$ cat config.mk
export PLATFORM = sky130hd
export DESIGN_NAME = miner_work_scheduler
export DESIGN_NICKNAME = d
export VERILOG_FILES = /design/src/rtl/miner_work_scheduler.sv
export SDC_FILE = /design/constraint.sdc
export NUM_CORES = 2
export LEC_CHECK = 0
export ABC_AREA = 1
export BUFFER_PORTS_ARGS = -buffer_cell sky130_fd_sc_hd__buf_2
export CORE_AREA = 5 5 616 618
export CTS_CLUSTER_SIZE = 14
export DETAILED_ROUTE_END_ITERATION = 10
export DIE_AREA = 0 0 621 623
export RECOVER_POWER = 100
export SLEW_MARGIN = 10
export SYNTH_ARGS = -nofsm -noshare
export SYNTH_HDL_FRONTEND = slang
export SYNTH_SLANG_ARGS = --single-unit
$ cat constraint.sdc
create_clock -name clk -period 3.5 [get_ports clk]
set_clock_uncertainty 0.2 [all_clocks]
set_input_delay 0.35 -clock clk [delete_from_list [all_inputs] [get_ports clk]]
set_output_delay 0.35 -clock clk [all_outputs]
set_load 0.1 [all_outputs]
$ cat src/rtl/miner_work_scheduler.sv
// rtl/miner_work_scheduler.sv - work sequencer and golden-nonce collector for the SHA-256 miner core
// Optional build macro: MINER_SCHED_STATS_EN (adds stat_found / stat_dropped counters)
module miner_work_scheduler #(
  parameter int          RESULT_DEPTH  = 4,
  parameter logic [39:0] RANGE_CYCLES  = 40'h20_0000_0000,
  parameter int          SETTLE_CYCLES = 3
) (
  input  logic         clk,
  input  logic         rst_n,
  input  logic         work_valid,
  output logic         work_ready,
  input  logic [767:0] work_data,
  output logic [767:0] core_header,
  output logic         core_load,
  input  logic [32:0]  core_nonce_in,
  output logic         res_valid,
  input  logic         res_ready,
  output logic [31:0]  res_nonce,
  output logic         busy,
  output logic         need_work,
  output logic         overflow
`ifdef MINER_SCHED_STATS_EN
  ,
  output logic [15:0]  stat_found,
  output logic [15:0]  stat_dropped
`endif
);

  localparam int PTR_W = $clog2(RESULT_DEPTH);
  localparam int CNT_W = PTR_W + 1;

  localparam logic [2:0] ST_IDLE      = 3'd0;
  localparam logic [2:0] ST_LOAD      = 3'd1;
  localparam logic [2:0] ST_SETTLE    = 3'd2;
  localparam logic [2:0] ST_MINING    = 3'd3;
  localparam logic [2:0] ST_EXHAUSTED = 3'd4;

  localparam logic [7:0]       SETTLE_LAST = 8'(SETTLE_CYCLES - 1);
  localparam logic [39:0]      RANGE_LAST  = RANGE_CYCLES - 40'd1;
  localparam logic [CNT_W-1:0] FULL_COUNT  = CNT_W'(RESULT_DEPTH);

  logic [2:0]       state;
  logic [2:0]       next_state;
  logic [7:0]       settle_cnt;
  logic [39:0]      range_cnt;
  logic [32:0]      nonce_q;
  logic [31:0]      last_nonce;
  logic             last_valid;
  logic [31:0]      mem [RESULT_DEPTH];
  logic [PTR_W-1:0] wr_ptr;
  logic [PTR_W-1:0] rd_ptr;
  logic [CNT_W-1:0] count;

  logic transfer;
  logic capture_en;
  logic new_result;
  logic full;
  logic pop;
  logic do_push;
  logic drop;

  assign work_ready = rst_n && (state == ST_IDLE || state == ST_MINING || state == ST_EXHAUSTED);
  assign transfer   = work_valid && work_ready;
  assign core_load  = (state == ST_LOAD);
  assign busy       = (state == ST_LOAD) || (state == ST_SETTLE) || (state == ST_MINING);
  assign need_work  = (state == ST_IDLE) || (state == ST_EXHAUSTED);

  // A result is new only if the flag is set and it differs from the last captured nonce
  assign capture_en = (state == ST_MINING) || (state == ST_EXHAUSTED);
  assign new_result = capture_en && nonce_q[32] && (!last_valid || (nonce_q[31:0] != last_nonce));

  assign full      = (count == FULL_COUNT);
  assign res_valid = (count != '0);
  assign pop       = res_valid && res_ready;
  assign do_push   = new_result && (!full || pop);
  assign drop      = new_result && full && !pop;
  assign res_nonce = res_valid ? mem[rd_ptr] : 32'd0;

  // Next-state selection; a new work transfer wins over range exhaustion
  always_comb begin
    next_state = state;
    case (state)
      ST_IDLE, ST_EXHAUSTED: if (transfer) next_state = ST_LOAD;
      ST_LOAD:               next_state = ST_SETTLE;
      ST_SETTLE:             if (settle_cnt == SETTLE_LAST) next_state = ST_MINING;
      ST_MINING: begin
        if (transfer)                     next_state = ST_LOAD;
        else if (range_cnt == RANGE_LAST) next_state = ST_EXHAUSTED;
      end
      default:               next_state = ST_IDLE;
    endcase
  end

  // State register, header latch and settle/range counters
  always_ff @(posedge clk or negedge rst_n) begin
    if (!rst_n) begin
      state       <= ST_IDLE;
      core_header <= '0;
      settle_cnt  <= '0;
      range_cnt   <= '0;
    end else begin
      state <= next_state;
      if (transfer) core_header <= work_data;
      case (state)
        ST_LOAD: begin
          settle_cnt <= '0;
          range_cnt  <= '0;
        end
        ST_SETTLE: settle_cnt <= settle_cnt + 8'd1;
        ST_MINING: range_cnt  <= range_cnt + 40'd1;
        default: ;
      endcase
    end
  end

  // Input register on the core nonce bus and duplicate-suppression tracking
  always_ff @(posedge clk or negedge rst_n) begin
    if (!rst_n) begin
      nonce_q    <= '0;
      last_nonce <= '0;
      last_valid <= 1'b0;
    end else begin
      nonce_q <= core_nonce_in;
      if (state == ST_LOAD) begin
        last_nonce <= '0;
        last_valid <= 1'b0;
      end else if (new_result) begin
        last_nonce <= nonce_q[31:0];
        last_valid <= 1'b1;
      end
    end
  end

  // Result storage; contents are only visible through res_nonce while count is nonzero
  always_ff @(posedge clk) begin
    if (do_push) mem[wr_ptr] <= nonce_q[31:0];
  end

  // Result FIFO pointers, occupancy and sticky drop indication
  always_ff @(posedge clk or negedge rst_n) begin
    if (!rst_n) begin
      wr_ptr   <= '0;
      rd_ptr   <= '0;
      count    <= '0;
      overflow <= 1'b0;
    end else begin
      if (do_push) wr_ptr <= wr_ptr + PTR_W'(1);
      if (pop)     rd_ptr <= rd_ptr + PTR_W'(1);
      case ({do_push, pop})
        2'b10:   count <= count + CNT_W'(1);
        2'b01:   count <= count - CNT_W'(1);
        default: ;
      endcase
      if (drop) overflow <= 1'b1;
    end
  end

`ifdef MINER_SCHED_STATS_EN
  // Saturating counters of detected and dropped results
  always_ff @(posedge clk or negedge rst_n) begin
    if (!rst_n) begin
      stat_found   <= '0;
      stat_dropped <= '0;
    end else begin
      if (new_result && stat_found != 16'hFFFF)  stat_found   <= stat_found + 16'd1;
      if (drop && stat_dropped != 16'hFFFF)      stat_dropped <= stat_dropped + 16'd1;
    end
  end
`endif

endmodule

### After elaboration in Yosys (flattened, before gate mapping)

Memories as Yosys holds them, arrays and structs flattened.
Index checks and enable logic that the tools add are counted.

* bits in registers: 893
* memory bits (writable): 128
* memories kept: 1
* logic and storage cells: 73
* input bits: 805
* output and inout port bits: 806

Memory list
* mem: depth 4, bits a word 32, rd ports 1, clocked after memory_dff 0, wr ports 1, line 49 `logic [31:0] mem [RESULT_DEPTH];`

* add/subtract/negate cells: 6
* muxes and demuxes: 15
* reduce and logical (&&, ||, !) cells: 27
* equal/unequal tests: 13

Operators with widths (number)
* 32-bit two-way mux: 3
* 40-bit one-hot mux with 2 select lines: 1
* 40-bit by 1-bit adder with 40-bit output (second input constant): 1
* 40-bit by 37-bit equality test with 1-bit output (second input constant): 1
* 32-bit != test: 1
* 8-bit one-hot mux with 2 select lines: 1
* 3-bit two-way mux: 4
* 3-bit one-hot mux with 4 select lines: 1
* 8-bit by 1-bit adder with 8-bit output (second input constant): 1
* 8-bit by 2-bit equality test with 1-bit output (second input constant): 1
* 1-bit logical AND: 8
* 1-bit logical OR: 8
* 2-bit nonzero test: 4
* 3-bit by 2-bit equality test with 1-bit output (second input constant): 2
* 3-bit equality test (second input constant): 2
* 3-bit one-hot mux with 2 select lines: 1
* 2-bit by 1-bit adder with 2-bit output (second input constant): 2
* 1-bit two-way mux: 4
* 3-bit by 1-bit adder with 3-bit output (second input constant): 1
* 3-bit by 1-bit equality test with 1-bit output (second input constant): 1
* 1-bit zero test: 3
* 3-bit zero test: 1
* 3-bit by 2-bit != test with 1-bit output (second input constant): 1
* 3-bit AND reduction: 1
* 7 further kinds: 7

### Depth between registers and ports, before layout

* depth in word-level cells: 7
* depth in mapped cells: 20
* mapped depth without buffers: 19

### Worst setup path before layout

Ideal clock, no wire load.

* kind: flip-flop to flip-flop
* start point: register state[1]
* end point: memory mem[0][0] (enable)
* path buffers: 0
* arrival time: 3851 ps
* period minus slack after synthesis: 4472 ps
* library setup time: 421 ps
* required time: 2879 ps
* slack: -972 ps
* cell stages (with the launch flop): 8
* cell sequence: dfrtp_1 nor2_1 nand2_1 a21boi_0 nand2_1 inv_1 nand2_1 nor2_1

* word-level cells in the longest chain between the ends: 7
* elaborated cells on any way between the ends: 8
* those cells by class: eq/ne (2); mux (2); reduce/logical (4)

Ends and longest elaborated chain
* start: declaration: line 42 `logic [2:0] state;`
* start signal: assignment: line 102 `state <= next_state;`
* 3-bit by 2-bit equality test with 1-bit output / 3-bit equality test (equally long branches): line 69 `assign capture_en = (state == ST_MINING) || (state == ST_EXHAUSTED);`
* 1-bit logical OR *: line 69
* 1-bit logical AND * (2 in a row): line 70 `assign new_result = capture_en && nonce_q[32] && (!last_valid || (nonce_q[31:0] != last_nonce));`
* 1-bit logical AND *: line 75 `assign do_push = new_result && (!full || pop);`
* 1-bit two-way mux *: line 136 `if (do_push) mem[wr_ptr] <= nonce_q[31:0];`
* 1-bit two-way mux (implied by the code) *: line 136
* end: declaration: line 49

Mark *: on every way between the ends. The rest lies on a longest branch, timed or not.

### Worst setup path after layout

* start point: register rd_ptr[0]
* end point: output res_nonce[13]

* word-level cells in the longest chain between the ends: 2

Ends and longest elaborated chain
* start: declaration: line 51 `logic [PTR_W-1:0] rd_ptr;`
* start signal: assignment: line 148 `if (pop) rd_ptr <= rd_ptr + PTR_W'(1);`
* memory 4 x 32 bit
* 32-bit two-way mux: line 77 `assign res_nonce = res_valid ? mem[rd_ptr] : 32'd0;`
* end: declaration: line 18 `output logic [31:0] res_nonce,`

No other way between the ends.

==> metrics <==
register area share after synthesis 66.1%; Final min period 3300 ps; Worst-path clk slew 60 ps; Synth Area in Adders 0.272%; Port-buffer cells 1610; Multi-input gate area 0.0119 mm2; worst skew pair latency 820 ps; Post-CTS Setup Inserts 0; xor and xnor area share after synthesis 0.265%; DP HPWL 289000 um; crit path max fanout 66; post-route antenna net violation count 0; Post-route DRC 0; Yosys reg bits 1021; min-delay worst type in -> reg; CTS Root Cell clkbuf_16; height of the chip 623 um; simple-gate share of the synthesized area 26.5%; setup_tns 0 ps; initial cell density of the core 10.6%; Yosys warnings 0; routability cong. 1.00; final core occ 17.9%; drt pass-1 iters 5; TritonCTS clock tree built; IO Pins 1611; CP Data Arrival Time 2750 ps; dominant cell type by area after synthesis dfrtp_1; top cells by area in the synthesized netlist dfrtp_1 (56%), nand2_1 (23%), edfxtp_1 (9.7%), nor2_1 (1.8%), o21ai_0 (1.4%); failing checks capacitance limit, slew limit; fin cells 12000; Main synth FF type dfrtp_1; crit start category flop; CTS max path bufs 4; mux contribution to synthesized area 0.202%; Die W 621 um; Final Hold Fails 0; Least-Margin Pin Slew 1910 ps; Req. time, crit path 2950 ps; Cell Area, Synth 0.0396 mm2; syn_area_per_cell 9.17 um2; Core Region 0.374 mm2; CTS Buf Count 141; Cells after Synth 4319; Finish-stage setup viols 0; syn nets 5132; fin nets 7642; RSZ-0062 raised after global routing no; Slew Limit Fails 81; synthesis-to-finish area growth 68.6%; share of layout cells above drive strength 1 16.8%; DP Cell Count 10800; status finished with violations; Max Cap Viol 93; grt total ovfl 0; number of global-route vias before repair 40500; Yosys cell types 41; fill count 42400; CP Capture Type primary output; Vias/cell 3.42; ys async rst share 87.5%; FP Rows 225; Post-synth EDFFs 128; Reg area 0.0262 mm2; 1st-iter DRT viols 3489; CTS Sinks 1021; largest net degree at the start of global routing 142; DR WL/cell 28.3 um; first-pass GRT wire length 431000 um; largest family of logic cells by synthesized area simple AND/OR/NAND/NOR gates; via count 41100; share of the synthesized area in the top cell type 56.4%; H-tree Lvls 4; Worst Setup Path Type reg -> out; slew margin rel. -26.8%; f_max 0.303 GHz; initial antenna violation count 261; Synth Area in Compound Gates 2.67%; total wire length 339000 um; die footprint 0.387 mm2; Tcrit/Tclk final 94.1%; overall routing resource usage 16.8%
-- sequential cells by signal (all words and copies together), names as in the netlist --
register	flops
core_header	768
mem	128
range_cnt	40
nonce_q	33
last_nonce	32
settle_cnt	8
count	3
state	3
rd_ptr	2
wr_ptr	2
last_valid	1
overflow	1
-- layout make-up --
cell class	count	area share (%)
diodes	75	0.281
clock buffers	185	5.88
clock inverters	69	1.39
inverters	117	0.684
multi-input cells	2973	17.9
flip-flops and latches	1021	39.2
well taps	4994	9.36
repair buffers	2575	25.3
-- path summary, 6_finish.rpt --
kind,start,end,slack (ps),cells after the start
max,rd_ptr[0],res_nonce[13],200,6
min,core_nonce_in[18],nonce_q[18],90,2
max reg2reg,state[2],last_nonce[4],330,10
min reg2reg,core_header[57],core_header[57],270,2
max in group asynchronous,rst_n,core_header[539],520,4
min in group asynchronous,rst_n,core_header[234],720,3
-- per-layer routing --
layer | vias to the layer above | part of all wire, % | global-route usage [%]
li1 | 18600 | - | -
met1 | 20000 | 41 | 20.6
met2 | 1819 | 47 | 28.3
met3 | 611 | 7.8 | 5.17
met4 | 132 | 3.8 | 5.17
met5 | - | 0.24 | 0
-- cells in the final DEF (no fill, tap or decap), types with 13 or more instances in the layout --
cell type / instances
nand2_1: 2462
dfrtp_1: 892
dlygate4sd3_1: 886
clkbuf_1: 810
buf_2: 796
nor2_1: 186
clkbuf_16: 142
edfxtp_1: 128
inv_1: 115
o21ai_0: 113
diode_2: 75
nand3_1: 51
clkbuf_2: 41
buf_12: 28
a21oi_2: 27
a21oi_1: 26
clkinv_2: 23
clkbuf_8: 23
nand4_1: 21
o22ai_1: 20
buf_4: 17
bufinv_16: 16
nor3_1: 15
clkbuf_4: 13
-- through the flow --
stage	instance area [um2]	setup slack, ps	hold WS (ps)
after floorplan	39700	-444	-146
after global placement	54200	482	248
after detailed placement	54200	456	253
after CTS	67900	52.0	0.0608
after global routing	66600	33.0	40.5
final	66800	205	86.2
-- synthesized netlist by cell type (3+ instances only) --
master	instances
a21oi_1	53
buf_1	8
buf_2	106
buf_4	42
buf_6	6
clkbuf_1	46
dfrtp_1	893
edfxtp_1	128
ha_1	7
inv_1	113
mux2i_1	8
nand2_1	2461
nand3_1	51
nand3b_1	3
nand4_1	21
nor2_1	189
nor3_1	13
o21ai_0	112
o22ai_1	20
xnor2_1	5
xor2_1	7
-- timing repair --
item | CTS | global route
endpoints found under the hold margin | 1144 | 0
resized for setup | 2 | 2
setup endpoints to repair | 19 | 1
hold buffers | 886 | 0
-- critical path: stages (launching register included) --
cell and delay [ps]:
dfrtp_2 370, clkbuf_8 450, nor2_1 100, nor2_1 90, o21ai_0 120, a21oi_2 270
buf_2 500
-- kinds of logic (layout without fill, tap and decap cells) --
| kind of cell | count (synthesis) | after routing |
|---|---|---|
| compound gates | 199 | 199 |
| fa+ha+maj | 8 | 8 |
| simple gates | 2746 | 2746 |
| mux | 8 | 8 |
| buf+inv | 325 | 2946 |
| other cells | 0 | 75 |
| xor+xnor | 12 | 12 |
| flops | 1021 | 1021 |
Power is left out: the tool's default activity adds up to more than one toggle a clock period on the data nets, which glitch-free logic cannot reach.
